<file path="config.mk">
export PLATFORM = sky130hd
export DESIGN_NAME = prog_tick_timer
export DESIGN_NICKNAME = d
export VERILOG_FILES = /design/src/rtl/prog_tick_timer_pkg.sv /design/src/rtl/tick_timer_ch.sv /design/src/rtl/prog_tick_timer.sv
export SDC_FILE = /design/constraint.sdc
export NUM_CORES = 1
export LEC_CHECK = 0
export BUFFER_PORTS_ARGS = -buffer_cell sky130_fd_sc_hd__buf_2
export CAP_MARGIN = 0
export CORE_MARGIN = 2
export CORE_UTILIZATION = 40
export CTS_BUF_LIST = sky130_fd_sc_hd__clkbuf_4 sky130_fd_sc_hd__clkbuf_8 sky130_fd_sc_hd__clkbuf_16
export DETAILED_ROUTE_END_ITERATION = 10
export PLACE_DENSITY = 0.67
export SETUP_SLACK_MARGIN = 0.02
export SLEW_MARGIN = 25
export SYNTH_ARGS = -nofsm -noshare
export SYNTH_HDL_FRONTEND = slang
export SYNTH_SLANG_ARGS = --single-unit
</file>
<file path="constraint.sdc">
create_clock -name clk -period 1.94 [get_ports clk]
set_input_delay 0.485 -clock clk [delete_from_list [all_inputs] [get_ports clk]]
set_output_delay 0.485 -clock clk [all_outputs]
set_load 0.01 [all_outputs]
</file>
<file path="src/rtl/prog_tick_timer_pkg.sv">
// Shared types and constants for the programmable tick timer.
package prog_tick_timer_pkg;

  // Per-channel run state.
  typedef enum logic [1:0] {
    ST_IDLE    = 2'd0,
    ST_RUN     = 2'd1,
    ST_EXPIRED = 2'd2
  } ch_state_t;

  // Channel mode encodings, as carried on cfg_oneshot.
  localparam logic MODE_PERIODIC = 1'b0;
  localparam logic MODE_ONESHOT  = 1'b1;

  // Width of the cfg_ch index. The extra bit lets out-of-range indices be expressed, and ignored.
  function automatic int CH_IDX_W(input int channels);
    return $clog2(channels) + 1;
  endfunction

endpackage

</file>
<file path="src/rtl/tick_timer_ch.sv">
// One timer channel: run FSM, counter, terminal-count/mode registers, tick and sticky done.
// Control inputs are single-cycle pulses sampled on each rising edge. There is no back-pressure.
// Priority within one edge: stop > start > terminal/count. A terminal event beats clr_done.
module tick_timer_ch
  import prog_tick_timer_pkg::*;
#(
  parameter int WIDTH      = 10,
  parameter int DEFAULT_TC = 999
) (
  input  logic             clk,
  input  logic             rst,
  input  logic             en,
  input  logic             start,
  input  logic             stop,
  input  logic             clr_done,
  input  logic             cfg_we,
  input  logic [WIDTH-1:0] cfg_tc,
  input  logic             cfg_oneshot,
  output logic             tick,
  output logic             done,
  output ch_state_t        state
);

  logic [WIDTH-1:0] counter;
  logic [WIDTH-1:0] tc;
  logic             mode;

  // Channel FSM with registered tick/done. The config write lands at the same edge as the compare,
  // so the compare in that cycle still uses the old tc and mode.
  always_ff @(posedge clk) begin
    if (!rst) begin
      state   <= ST_IDLE;
      counter <= '0;
      tick    <= 1'b0;
      done    <= 1'b0;
      tc      <= WIDTH'(DEFAULT_TC);
      mode    <= MODE_PERIODIC;
    end else begin
      if (cfg_we) begin
        tc   <= cfg_tc;
        mode <= cfg_oneshot;
      end
      if (clr_done) begin
        done <= 1'b0;
      end
      tick <= 1'b0;
      if (stop) begin
        state   <= ST_IDLE;
        counter <= '0;
      end else if (start) begin
        state   <= ST_RUN;
        counter <= '0;
        done    <= 1'b0;
      end else if (state == ST_RUN && en) begin
        // ">=" rather than "==" so that a tc lowered below the live count fires at once
        // instead of wrapping through 2**WIDTH.
        if (counter >= tc) begin
          counter <= '0;
          tick    <= 1'b1;
          if (mode == MODE_ONESHOT) begin
            done  <= 1'b1;
            state <= ST_EXPIRED;
          end
        end else begin
          counter <= counter + 1'b1;
        end
      end
    end
  end

endmodule

</file>
<file path="src/rtl/prog_tick_timer.sv">
// Multi-channel programmable tick generator. It decodes configuration writes per channel
// and instantiates the independent channel timers.
module prog_tick_timer
  import prog_tick_timer_pkg::*;
#(
  parameter int WIDTH      = 10,
  parameter int CHANNELS   = 2,
  parameter int DEFAULT_TC = 999
) (
  input  logic                            clk,
  input  logic                            rst,
  input  logic                            en,
  input  logic [CHANNELS-1:0]             start,
  input  logic [CHANNELS-1:0]             stop,
  input  logic [CHANNELS-1:0]             clr_done,
  input  logic                            cfg_we,
  input  logic [CH_IDX_W(CHANNELS)-1:0]   cfg_ch,
  input  logic [WIDTH-1:0]                cfg_tc,
  input  logic                            cfg_oneshot,
  output logic [CHANNELS-1:0]             tick,
  output logic [CHANNELS-1:0]             busy,
  output logic [CHANNELS-1:0]             done
);

  localparam int IDX_W = CH_IDX_W(CHANNELS);

  // Per-channel FSM state. This is also the debug view of each channel.
  ch_state_t ch_state [CHANNELS];

  for (genvar i = 0; i < CHANNELS; i++) begin : g_ch
    logic ch_we;

    // An index >= CHANNELS matches no channel, so the write is dropped.
    assign ch_we = cfg_we && (cfg_ch == IDX_W'(i));

    tick_timer_ch #(
      .WIDTH      (WIDTH),
      .DEFAULT_TC (DEFAULT_TC)
    ) u_ch (
      .clk         (clk),
      .rst         (rst),
      .en          (en),
      .start       (start[i]),
      .stop        (stop[i]),
      .clr_done    (clr_done[i]),
      .cfg_we      (ch_we),
      .cfg_tc      (cfg_tc),
      .cfg_oneshot (cfg_oneshot),
      .tick        (tick[i]),
      .done        (done[i]),
      .state       (ch_state[i])
    );

    // busy is decoded from the registered state, so it carries no extra logic depth.
    assign busy[i] = (ch_state[i] == ST_RUN);
  end

endmodule
</file>
# [Word level (Yosys, flattened, before mapping)]
# Cells that the tools add are included.
[op_classes] add_sub_neg=2 order_cmp=2 n_eq_ne=3 mux=24 bitwise=3 n_reduce_logical=21
[ops] operator="1-bit two-way mux" n=22
[ops] operator="10-bit by 1-bit adder with 10-bit output, second input constant" n=2
[ops] operator="10-bit greater-or-equal comparator" n=2
[ops] operator="10-bit two-way mux" n=2
[ops] operator="3-bit AND reduction" n=4
[ops] operator="2-bit nonzero test" n=6
[ops] operator="4-bit OR reduction" n=2
[ops] operator="2-bit by 1-bit == test with 1-bit output, second input constant" n=3
[ops] operator="3-bit OR reduction" n=2
[ops] operator="1-bit logical AND" n=4
[ops] operator="2-bit OR reduction" n=2
[ops] operator="1-bit NOT" n=3
[ops] operator="2-bit zero test" n=1
[word_totals] register_bits=50 in_bits=23 out_inout_bits=6 word_cells=69

# [Logic depth before layout (Yosys ltp)]
[logic_depth] word_depth=6 depth_mapped=9

# [Modules after synthesis]
# A second synthesis with hierarchy kept.
[unflattened] hier_cells=298 hier_area_um2=2718.9
[by_module_without_submodules] module="tick_timer_ch" instances=2 cells_per_inst=147 area_each_um2=1342.5 seq_area_each_um2=500.5
[by_module_without_submodules] module="prog_tick_timer" instances=1 cells_per_inst=4 area_each_um2=33.8 seq_area_each_um2=0.0

# [Least setup slack after synthesis]
# No wires, ideal clock.
[synth_path] path_type="reg-to-reg" from="register g_ch[1].u_ch.counter[0]" to="register g_ch[1].u_ch.counter[9]" arrival_ns=1.558 required_ns=1.810 path_slack_ns=0.251 stages_incl_launch_ff=10 cell_sequence="dfxtp_1 -> inv_1 -> ha_1 -> nand2b_1 -> a21oi_1 -> o311a_1 -> buf_2 -> buf_6 -> nor2_1 -> nor3_2"
[synth_via] elab_chain_cells=2 elab_cells_between_ends=3
[synth_lines] element="start, declared" line="tick_timer_ch.sv:24" source="logic [WIDTH-1:0] counter;"
[synth_lines] element="start signal, assigned" line="tick_timer_ch.sv:65" source="counter <= counter + 1'b1;"
[synth_lines] element="10-bit by 1-bit adder with 10-bit output / 10-bit greater-or-equal comparator (equally long branches)" line="tick_timer_ch.sv:65, tick_timer_ch.sv:57"
[synth_lines] element="10-bit two-way mux (*)" line="tick_timer_ch.sv:57" source="if (counter >= tc) begin"
# Mark *: on every way between the ends. The rest lies on a longest branch, timed or not.
# A chain may end at the register's enable or synchronous reset.

# [Final worst setup path]
[layout_path] from="register g_ch[0].u_ch.tc[8]" to="register g_ch[0].u_ch.state[0]"
[layout_via] elab_chain_cells=3
[layout_lines] element="start, declared" line="tick_timer_ch.sv:25" source="logic [WIDTH-1:0] tc;"
[layout_lines] element="start signal, assigned" line="tick_timer_ch.sv:36" source="tc <= WIDTH'(DEFAULT_TC);"
[layout_lines] element="start signal, assigned" line="tick_timer_ch.sv:40" source="tc <= cfg_tc;"
[layout_lines] element="10-bit greater-or-equal comparator" line="tick_timer_ch.sv:57"
[layout_lines] element="2-bit nonzero test (no source line)"
[layout_lines] element="3-bit AND reduction (no source line)"
[layout_lines] element="end signal, assigned" line="tick_timer_ch.sv:48" source="state <= ST_IDLE;"
[layout_lines] element="end signal, assigned" line="tick_timer_ch.sv:51" source="state <= ST_RUN;"
[layout_lines] element="end signal, assigned" line="tick_timer_ch.sv:62" source="state <= ST_EXPIRED;"
[layout_lines] element="end, declared" line="tick_timer_ch.sv:21" source="output ch_state_t state"
# Every way passes these cells.

==> results.toml <==
[cells_and_area]
area_delta_synth_final_pct = 13.30
diodes = 0
final_nets = 399
layout.filler_cells = 629
drive_gt1_share_pct = 18.03

[routing]
vias_per_cell = 5.243
dr.pass1.iters = 4
drtIter0Drc = 76
antenna_left = 0
wl_um = 5456
drc = 0
wire_per_inst_um = 12.63
num_vias = 2265

[grt]
antenna_found_initial = 0
grt_usage_pct = 15.47
first_global_vias = 2064
grt_pass1_wl_um = 9059
grt_max_degree = 24
grt_overflow = 0

[placement]
dp_hpwl_um = 4329
dp_slack_ps = 97.04
place_congestion = 0.8042
numPortBuffers = 28

[timing]
tightest_slew_ps = 458.2
setup_ws_ps = 133.3
maxSlewViolCount = 0
relSlewSlack_pct = 69.45
period_share_pct = 93.13
tns_ps = 0
setup_viol = 0
skew_ps = 9.303
finalHoldViolations = 0
max_freq_ghz = 0.5535
min_period_ps = 1807
rsz0062_at_grt = "false"

[synth]
yosys_warnings = 0
synth_area_leaders = "dfxtp_1 37%, ha_1 10%, nand2_1 8.6%"
syn_avg_cell_area_um2 = 8.385
synth_top_area_share_pct = 37.07
async_reset_ff_share_pct = 0
ys_seq_area_share_pct = 37.07
synthTopCellsByCount = "62 x nand2_1, 50 x dfxtp_1, 22 x ha_1, 22 x inv_1, 22 x nand3_1"
synth.most_common_cell = "nand2_1"
synth_edf_count = 0
synthCells = 322
yosys.area.top_type = "dfxtp_1"
synth_cell_types = 47
synth_fp_nets = 367
synth_seq_cells = 50
syn_area_mm2 = 0.002700
synthFlopType = "dfxtp_1"

[clock_tree]
clockRootBuffer = "clkbuf_8"
clock_latency_ps = 310
cts_setup_buffers = 0
cts_tree = "done"
cts_sinks = 50
cts_buffers = 5
cts_buffer_depth = 2
path_clk_slew_ps = 100
htreeDepth = 2

[critical_path]
end_kind = "flop"
crit_path_max_incr_delay_ps = 540
cp.required_ps = 2130
critPathArrivalTime_ps = 2000
cp_max_fo = 10
crit_type = "reg2reg"
crit_chain = "inv_1 -> ha_1 -> nand4_2 -> o311a_2 -> a21oi_4 -> a31oi_1"
slowest_stage = "o311a_2"
start_kind = "flop"

[floorplanning]
die_h_um = 86.16
core_mm2 = 0.006422
die_w_um = 86.16
io_pins = 29
die-area_mm2 = 0.007424
num_rows = 29
start_util_pct = 42.04

[outcome]
status = "complete, no violations"

[power]
pwr_density_cell_mw_per_mm2 = 641.2
p_leak_uw = 0.001312
peakVddDrop_mv = 0.3517

[worst_hold_path]
worstHoldPathType = "in2reg"

[job]
max-cap-violations = 0
-- state kept, by name (all words and copies together), names as in the netlist --
register and cells:
g_ch.u_ch.state 4, g_ch.u_ch.tc 20, g_ch.u_ch.tick 2, g_ch.u_ch.counter 20
g_ch.u_ch.mode 2, g_ch.u_ch.done 2
-- path summary, 6_finish.rpt --
| kind | start | end | slack (ps) | cells after the start |
|---|---|---|---|---|
| worst min-delay path | cfg_tc[1] | g_ch[1].u_ch.tc[1]$_SDFFE_PN1P_ | 410 | 3 |
| worst max-delay path | g_ch[0].u_ch.tc[8]$_SDFFE_PN1P_ | g_ch[0].u_ch.state[0]$_SDFFE_PP0P_ | 130 | 6 |
| worst min register to register | g_ch[1].u_ch.tc[4]$_SDFFE_PN0P_ | g_ch[1].u_ch.tc[4]$_SDFFE_PN0P_ | 470 | 2 |
| worst max register to register | g_ch[0].u_ch.tc[8]$_SDFFE_PN1P_ | g_ch[0].u_ch.state[0]$_SDFFE_PP0P_ | 130 | 6 |
-- logic make-up after synthesis --
kind of cell	share of synthesized area, %
AND/OR/NAND/NOR	27.48
AO/OA/AOI/OAI	17.15
flip-flops	37.07
buffers and inverters	6.487
adder cells (fa/ha/maj)	10.19
XOR/XNOR	1.622
-- critical path, delay by kind of cell (launching register included) --
kind	cells	cell delay, ps
fa+ha+maj	1	310
compound gates	3	860
buf+inv	1	50
simple gates	1	170
flops	1	310
-- cells in the final DEF (no fill, tap or decap), types with 2 or more instances in the layout --
master    count
a21boi_0      6
a21o_1        4
a21oi_1      14
a22o_1        2
a31oi_1      11
and2_1        7
and3_1        2
buf_2        28
buf_4        12
clkbuf_8      5
dfxtp_1      50
ha_1         22
inv_1        22
nand2_1      62
nand2b_1      3
nand3_1      22
nand3b_1      2
nand4_1       7
nor2_1        7
nor2b_1       5
nor3_1       12
nor3_2        2
o211ai_1     14
o21a_1        2
o21ai_0       5
xnor2_1       3
xor2_1        2
-- where the power goes --
group / total, µW / internal (µW) / switching, µW
sequential: 1060 / 1050 / 8.58
clock: 752 / 387 / 366
combinational: 152 / 63.4 / 88.4
-- final cells by class --
class,count,area [µm²],area share (%)
Clock buffer,5,68.82,2.249
Clock inverter,3,43.79,1.431
Sequential cell,50,1001,32.72
Multi-Input combinational cell,235,1536,50.22
Timing Repair Buffer,40,230.2,7.526
Inverter,22,82.58,2.699
Tap cell,77,96.34,3.149
-- metrics by stage --
step                util, %  power (µW)  hold WS (ps)  cells  instance area (µm²)
floorplan                 -        1172         436.7    322                 2700
global placement      45.68        1232         452.9    424                 2934
detailed placement    45.68        1235         458.7    424                 2934
CTS                   47.44        1985         399.8    432                 3047
global route          47.63        2043         402.7    432                 3059
finish                47.63        1962         409.0    432                 3059
-- per-layer routing --
layer	global-route usage [%]	share of wire (%)	vias to the layer above	wire, µm
li1	-	-	1192	-
met1	17.86	44	1035	2426
met2	27.41	51	27	2763
met3	2.984	2.5	11	138
met4	7.071	2.3	0	127
met5	0	0	-	0
-- what timing repair did --
action	in CTS	in global routing
hold buffers	0	0
gates resized for setup	0	2
endpoints found under the setup margin	0	14
Note: power is estimated with default switching activity, not from simulation.
